File: src/rtl/flow_ctrl_pipe.sv
// Credit-based valid/ready pipeline: STAGES non-stalling register stages feeding a
// first-word-fall-through skid FIFO; Ready_o is registered and independent of Ready_i.
module flow_ctrl_pipe #(
    parameter int unsigned DATA_W     = 8,
    parameter int unsigned STAGES     = 4,
    parameter int unsigned SKID_DEPTH = 8
) (
    input  logic                              CLK,
    input  logic                              RESET_n,
    input  logic                              Clear_i,
    input  logic                              Valid_i,
    input  logic [DATA_W-1:0]                 Data_i,
    output logic                              Ready_o,
    output logic                              Valid_o,
    output logic [DATA_W-1:0]                 Data_o,
    input  logic                              Ready_i,
    output logic [$clog2(SKID_DEPTH+1)-1:0]   Count_o
);

    localparam int unsigned AW = $clog2(SKID_DEPTH);
    localparam int unsigned PW = AW + 1;
    localparam int unsigned CW = $clog2(SKID_DEPTH + 1);

    logic [STAGES-1:0] stg_vld_q, stg_vld_d;
    logic [DATA_W-1:0] stg_dat_q [STAGES];
    logic [DATA_W-1:0] stg_dat_d [STAGES];
    logic [DATA_W-1:0] mem_q [SKID_DEPTH];
    logic [DATA_W-1:0] mem_d [SKID_DEPTH];
    logic [PW-1:0]     wr_ptr_q, wr_ptr_d;
    logic [PW-1:0]     rd_ptr_q, rd_ptr_d;
    logic [CW-1:0]     credits_q, credits_d;
    logic              ready_q, ready_d;
    logic              valid_q, valid_d;
    logic [DATA_W-1:0] data_q, data_d;
    logic [CW-1:0]     count_q, count_d;

    logic              accept;
    logic              pop;
    logic              fifo_wr;
    logic [DATA_W-1:0] head;

    // Next-state: pipeline shift, FIFO pointers, credit accounting, registered outputs.
    always_comb begin
        accept    = Valid_i & ready_q;
        pop       = valid_q & Ready_i;
        fifo_wr   = stg_vld_q[STAGES-1];

        stg_vld_d = '0;
        for (int k = 0; k < STAGES; k++) stg_dat_d[k] = '0;
        for (int i = 0; i < SKID_DEPTH; i++) mem_d[i] = mem_q[i];
        wr_ptr_d  = wr_ptr_q + PW'(fifo_wr);
        rd_ptr_d  = rd_ptr_q + PW'(pop);
        credits_d = credits_q;

        stg_vld_d[0] = accept;
        stg_dat_d[0] = accept ? Data_i : '0;
        for (int k = 1; k < STAGES; k++) begin
            stg_vld_d[k] = stg_vld_q[k-1];
            stg_dat_d[k] = stg_dat_q[k-1];
        end

        if (fifo_wr && !Clear_i) mem_d[wr_ptr_q[AW-1:0]] = stg_dat_q[STAGES-1];

        case ({accept, pop})
            2'b10:   credits_d = credits_q - CW'(1);
            2'b01:   credits_d = credits_q + CW'(1);
            default: credits_d = credits_q;
        endcase

        // Clear wins over any same-edge accept or pop.
        if (Clear_i) begin
            stg_vld_d = '0;
            for (int k = 0; k < STAGES; k++) stg_dat_d[k] = '0;
            wr_ptr_d  = '0;
            rd_ptr_d  = '0;
            credits_d = CW'(SKID_DEPTH);
        end

        // Head bypass covers the beat being written into a FIFO that becomes its sole entry.
        head    = (fifo_wr && (wr_ptr_q == rd_ptr_d)) ? stg_dat_q[STAGES-1]
                                                      : mem_q[rd_ptr_d[AW-1:0]];
        valid_d = (wr_ptr_d != rd_ptr_d);
        data_d  = valid_d ? head : '0;
        ready_d = (credits_d != '0);
        count_d = CW'(SKID_DEPTH) - credits_d;
    end

    always_ff @(posedge CLK or negedge RESET_n) begin
        if (!RESET_n) begin
            stg_vld_q <= '0;
            for (int k = 0; k < STAGES; k++) stg_dat_q[k] <= '0;
            for (int i = 0; i < SKID_DEPTH; i++) mem_q[i] <= '0;
            wr_ptr_q  <= '0;
            rd_ptr_q  <= '0;
            credits_q <= CW'(SKID_DEPTH);
            ready_q   <= 1'b1;
            valid_q   <= 1'b0;
            data_q    <= '0;
            count_q   <= '0;
        end else begin
            stg_vld_q <= stg_vld_d;
            for (int k = 0; k < STAGES; k++) stg_dat_q[k] <= stg_dat_d[k];
            for (int i = 0; i < SKID_DEPTH; i++) mem_q[i] <= mem_d[i];
            wr_ptr_q  <= wr_ptr_d;
            rd_ptr_q  <= rd_ptr_d;
            credits_q <= credits_d;
            ready_q   <= ready_d;
            valid_q   <= valid_d;
            data_q    <= data_d;
            count_q   <= count_d;
        end
    end

    assign Ready_o = ready_q;
    assign Valid_o = valid_q;
    assign Data_o  = data_q;
    assign Count_o = count_q;

endmodule
File: config.mk
export PLATFORM = sky130hd
export DESIGN_NAME = flow_ctrl_pipe
export DESIGN_NICKNAME = d
export VERILOG_FILES = /design/src/rtl/flow_ctrl_pipe.sv
export SDC_FILE = /design/constraint.sdc
export NUM_CORES = 1
export LEC_CHECK = 0
export BUFFER_PORTS_ARGS = -buffer_cell sky130_fd_sc_hd__buf_2
export CORE_MARGIN = 10
export CORE_UTILIZATION = 65
export CTS_CLUSTER_SIZE = 30
export DETAILED_ROUTE_END_ITERATION = 7
export PLACE_DENSITY_LB_ADDON = 0.15
export SYNTH_ARGS = -nofsm -noshare
export SYNTH_HDL_FRONTEND = slang
export SYNTH_SLANG_ARGS = --single-unit
File: constraint.sdc
create_clock -name CLK -period 4.6 [get_ports CLK]
set_clock_uncertainty 0.15 [all_clocks]
set_input_delay 0.69 -clock CLK [delete_from_list [all_inputs] [get_ports CLK]]
set_output_delay 0.69 -clock CLK [all_outputs]
set_load 0.05 [all_outputs]
==> impl_metrics.json <==
{
  "fin_cells": 546,
  "core_area_um2": 8180,
  "routedWlPerCell_um": 18.7,
  "clkLatencyLatePin_ns": 0.52,
  "critPathKind": "flip-flop to flip-flop",
  "min_path_type": "input pin to async pin",
  "report.final.slew_viol_count": 0,
  "portBuffers": 26,
  "floorplan.die_area_um2": 12400,
  "place_inst": 514,
  "leakage_nw": 2.96,
  "synth_area_um2": 5420,
  "antenna_cells": 0,
  "wl_mm": 10.2,
  "grt_pass1_wl_mm": 16.8,
  "pwr-share-comb_pct": 8.3,
  "drtIter0Drc": 198,
  "synth_edf_count": 0,
  "antenna_left": 0,
  "ctsHoldBuffers": 0,
  "area_growth_syn_to_layout_pct": 14.4,
  "hold_viol_final": 0,
  "htree_levels": 4,
  "cts_buffers": 17,
  "layout_commonest_cell": "dfrtp_1",
  "synth_seq_cells": 125,
  "grt_max_degree": 73,
  "ir_worst_vdd_uv": 351,
  "synth_nets": 414,
  "rsz0062_at_grt": "false",
  "antenna_found_initial": 0,
  "first_pass_iters": 4,
  "start_util_pct": 66.3,
  "cts-root-buf": "clkbuf_8",
  "post-cts-setup-buffer-count": 0,
  "post-dp-hpwl_mm": 6.74,
  "endpoint_kind": "flip-flop",
  "synth_ff_type": "dfrtp_1",
  "vias_per_cell": 5.71,
  "synth_cells": 394,
  "pwr-share-seq_pct": 43.7,
  "tns_ns": 0,
  "rows": 33,
  "cp.arrival_ns": 3.32,
  "drv_cap": 0,
  "die_x_um": 111,
  "nNetsFinal": 448,
  "fin_crit_sh_pct": 65.7,
  "layout_common_cells": "dfrtp_1 (123), mux2_2 (52), nor2b_1 (30), nand2_1 (28), buf_2 (25)",
  "cts.repair.resized": 0,
  "p_switching_mw": 0.702,
  "path_max_fanout": 18,
  "status": "finished, final reports clean",
  "async_reset_ff_share_pct": 100,
  "fmax_ghz": 0.331,
  "tightest_slew_ns": 1.10,
  "intPower_mw": 1.94,
  "drc": 0,
  "avgSynthCellArea_um2": 13.8,
  "grt_pass1_vias": 3274,
  "nFillCells": 500,
  "cts_tree": "yes",
  "ys_types": 49,
  "setup_violations": 0,
  "grt-ovfl-total": 0,
  "final.min_clock_period_ns": 3.02,
  "powerDensity_nw_per_um2": 426,
  "yosysWarnings": 0,
  "synth_seq_area_share_pct": 57.8,
  "power_switching_share_pct": 26.6,
  "vias": 3116,
  "gp_congestion": 0.851,
  "clkTransAtPathRegs_ns": 0.06,
  "crit_required_ns": 4.90,
  "slew_headroom_pct": 26.0,
  "ioPinCount": 27,
  "die_h_um": 111,
  "power_frac_clock_pct": 47.9,
  "grt.total_usage_pct": 17.0,
  "cts_sinks": 125,
  "clock_path_buffers": 2,
  "worst_setup_path_start_kind": "flip-flop",
  "drive_above_1_share_pct": 34.7
}
-- registers in the layout (all words and copies together), names as in the netlist --
name and flops:
Count_o 4, Valid_o 1, mem_q 64, Data_o 8, rd_ptr_q 4, wr_ptr_q 4
stg_vld_q 4, credits_q 3, stg_dat_q 32, Ready_o 1
-- Yosys cell counts (all sizes together) (8+ instances only) --
cell / number / area (um2)
xnor2: 10 / 87.6
buf: 9 / 58.8
nor2: 18 / 75.1
nand2: 29 / 111
mux4: 14 / 315
mux2: 59 / 664
dfrtp: 123 / 3080
nor2b: 31 / 194
inv: 13 / 48.8
and2: 10 / 65.1
a311oi: 8 / 131
-- path summary, 6_finish.rpt --
path	startpoint	depth (start not counted)	slack, ns	endpoint
max	Valid_o	10	1.58	Data_o[6]
min	RESET_n	1	0.14	Count_o[1]
max reg2reg	Valid_o	10	1.58	Data_o[6]
min reg2reg	stg_dat_q[22]	1	0.31	stg_dat_q[14]
max in group asynchronous	RESET_n	2	3.26	mem_q[23]
min in group CLK	Data_i[3]	2	0.22	stg_dat_q[27]
-- critical path, cell delays in order, from the launching register on --
cell,delay [ns]
dfrtp_1,0.45
nand3_2,0.13
inv_1,0.05
ha_1,0.37
nor2b_2,0.17
buf_4,0.33
xor2_1,0.15
a311oi_4,0.32
o2111ai_4,0.34
or2_1,0.34
a21oi_2,0.13
-- layer usage --
layer | routed length [um] | track usage [%] | vias up
li1 | - | - | 1442
met1 | 4520 | 21.7 | 1577
met2 | 4870 | 26.0 | 82
met3 | 641 | 5.90 | 15
met4 | 159 | 7.20 | 0
met5 | 0 | 0 | -
-- layout make-up --
class / count / area, um2 / share of cell area [%]
Sequential cell: 125 / 3130 / 50.5
Multi-Input combinational cell: 241 / 2160 / 34.9
Clock buffer: 18 / 418 / 6.74
Timing Repair Buffer: 30 / 163 / 2.62
Clock inverter: 14 / 148 / 2.38
Tap cell: 105 / 131 / 2.12
Inverter: 13 / 48.8 / 0.787
-- power by group through the flow --
stage | clock network (mW) | registers, mW | logic, mW
floorplan | 0 | 1.23 | 0.104
global placement | 0 | 1.17 | 0.219
detailed placement | 0 | 1.18 | 0.223
CTS | 1.29 | 1.16 | 0.224
global route | 1.34 | 1.16 | 0.241
finish | 1.27 | 1.16 | 0.220
-- cell families (layout without fill, tap and decap cells) --
group | Yosys count | after routing | share of synthesized area, %
AO/OA/AOI/OAI | 28 | 28 | 5.17
XOR/XNOR | 17 | 17 | 2.75
adder cells (fa/ha/maj) | 7 | 7 | 1.75
buffers and inverters | 28 | 75 | 2.40
flip-flops | 125 | 125 | 57.8
multiplexers | 76 | 76 | 18.6
AND/OR/NAND/NOR | 113 | 113 | 11.5
-- per-stage QoR --
stage               setup WS, ns  cell area, um2  hold WS, ns  utilization, %  power [mW]
global route                1.35            6200        0.185            75.8        2.74
floorplan                   1.77            5420        0.244               -        1.33
CTS                         1.55            6200        0.168            75.8        2.67
global placement            1.30            5640        0.291            68.9        1.39
detailed placement          1.20            5640        0.301            68.9        1.40
finish                      1.58            6200        0.144            75.8        2.64
Note: power is estimated with default switching activity, not from simulation.
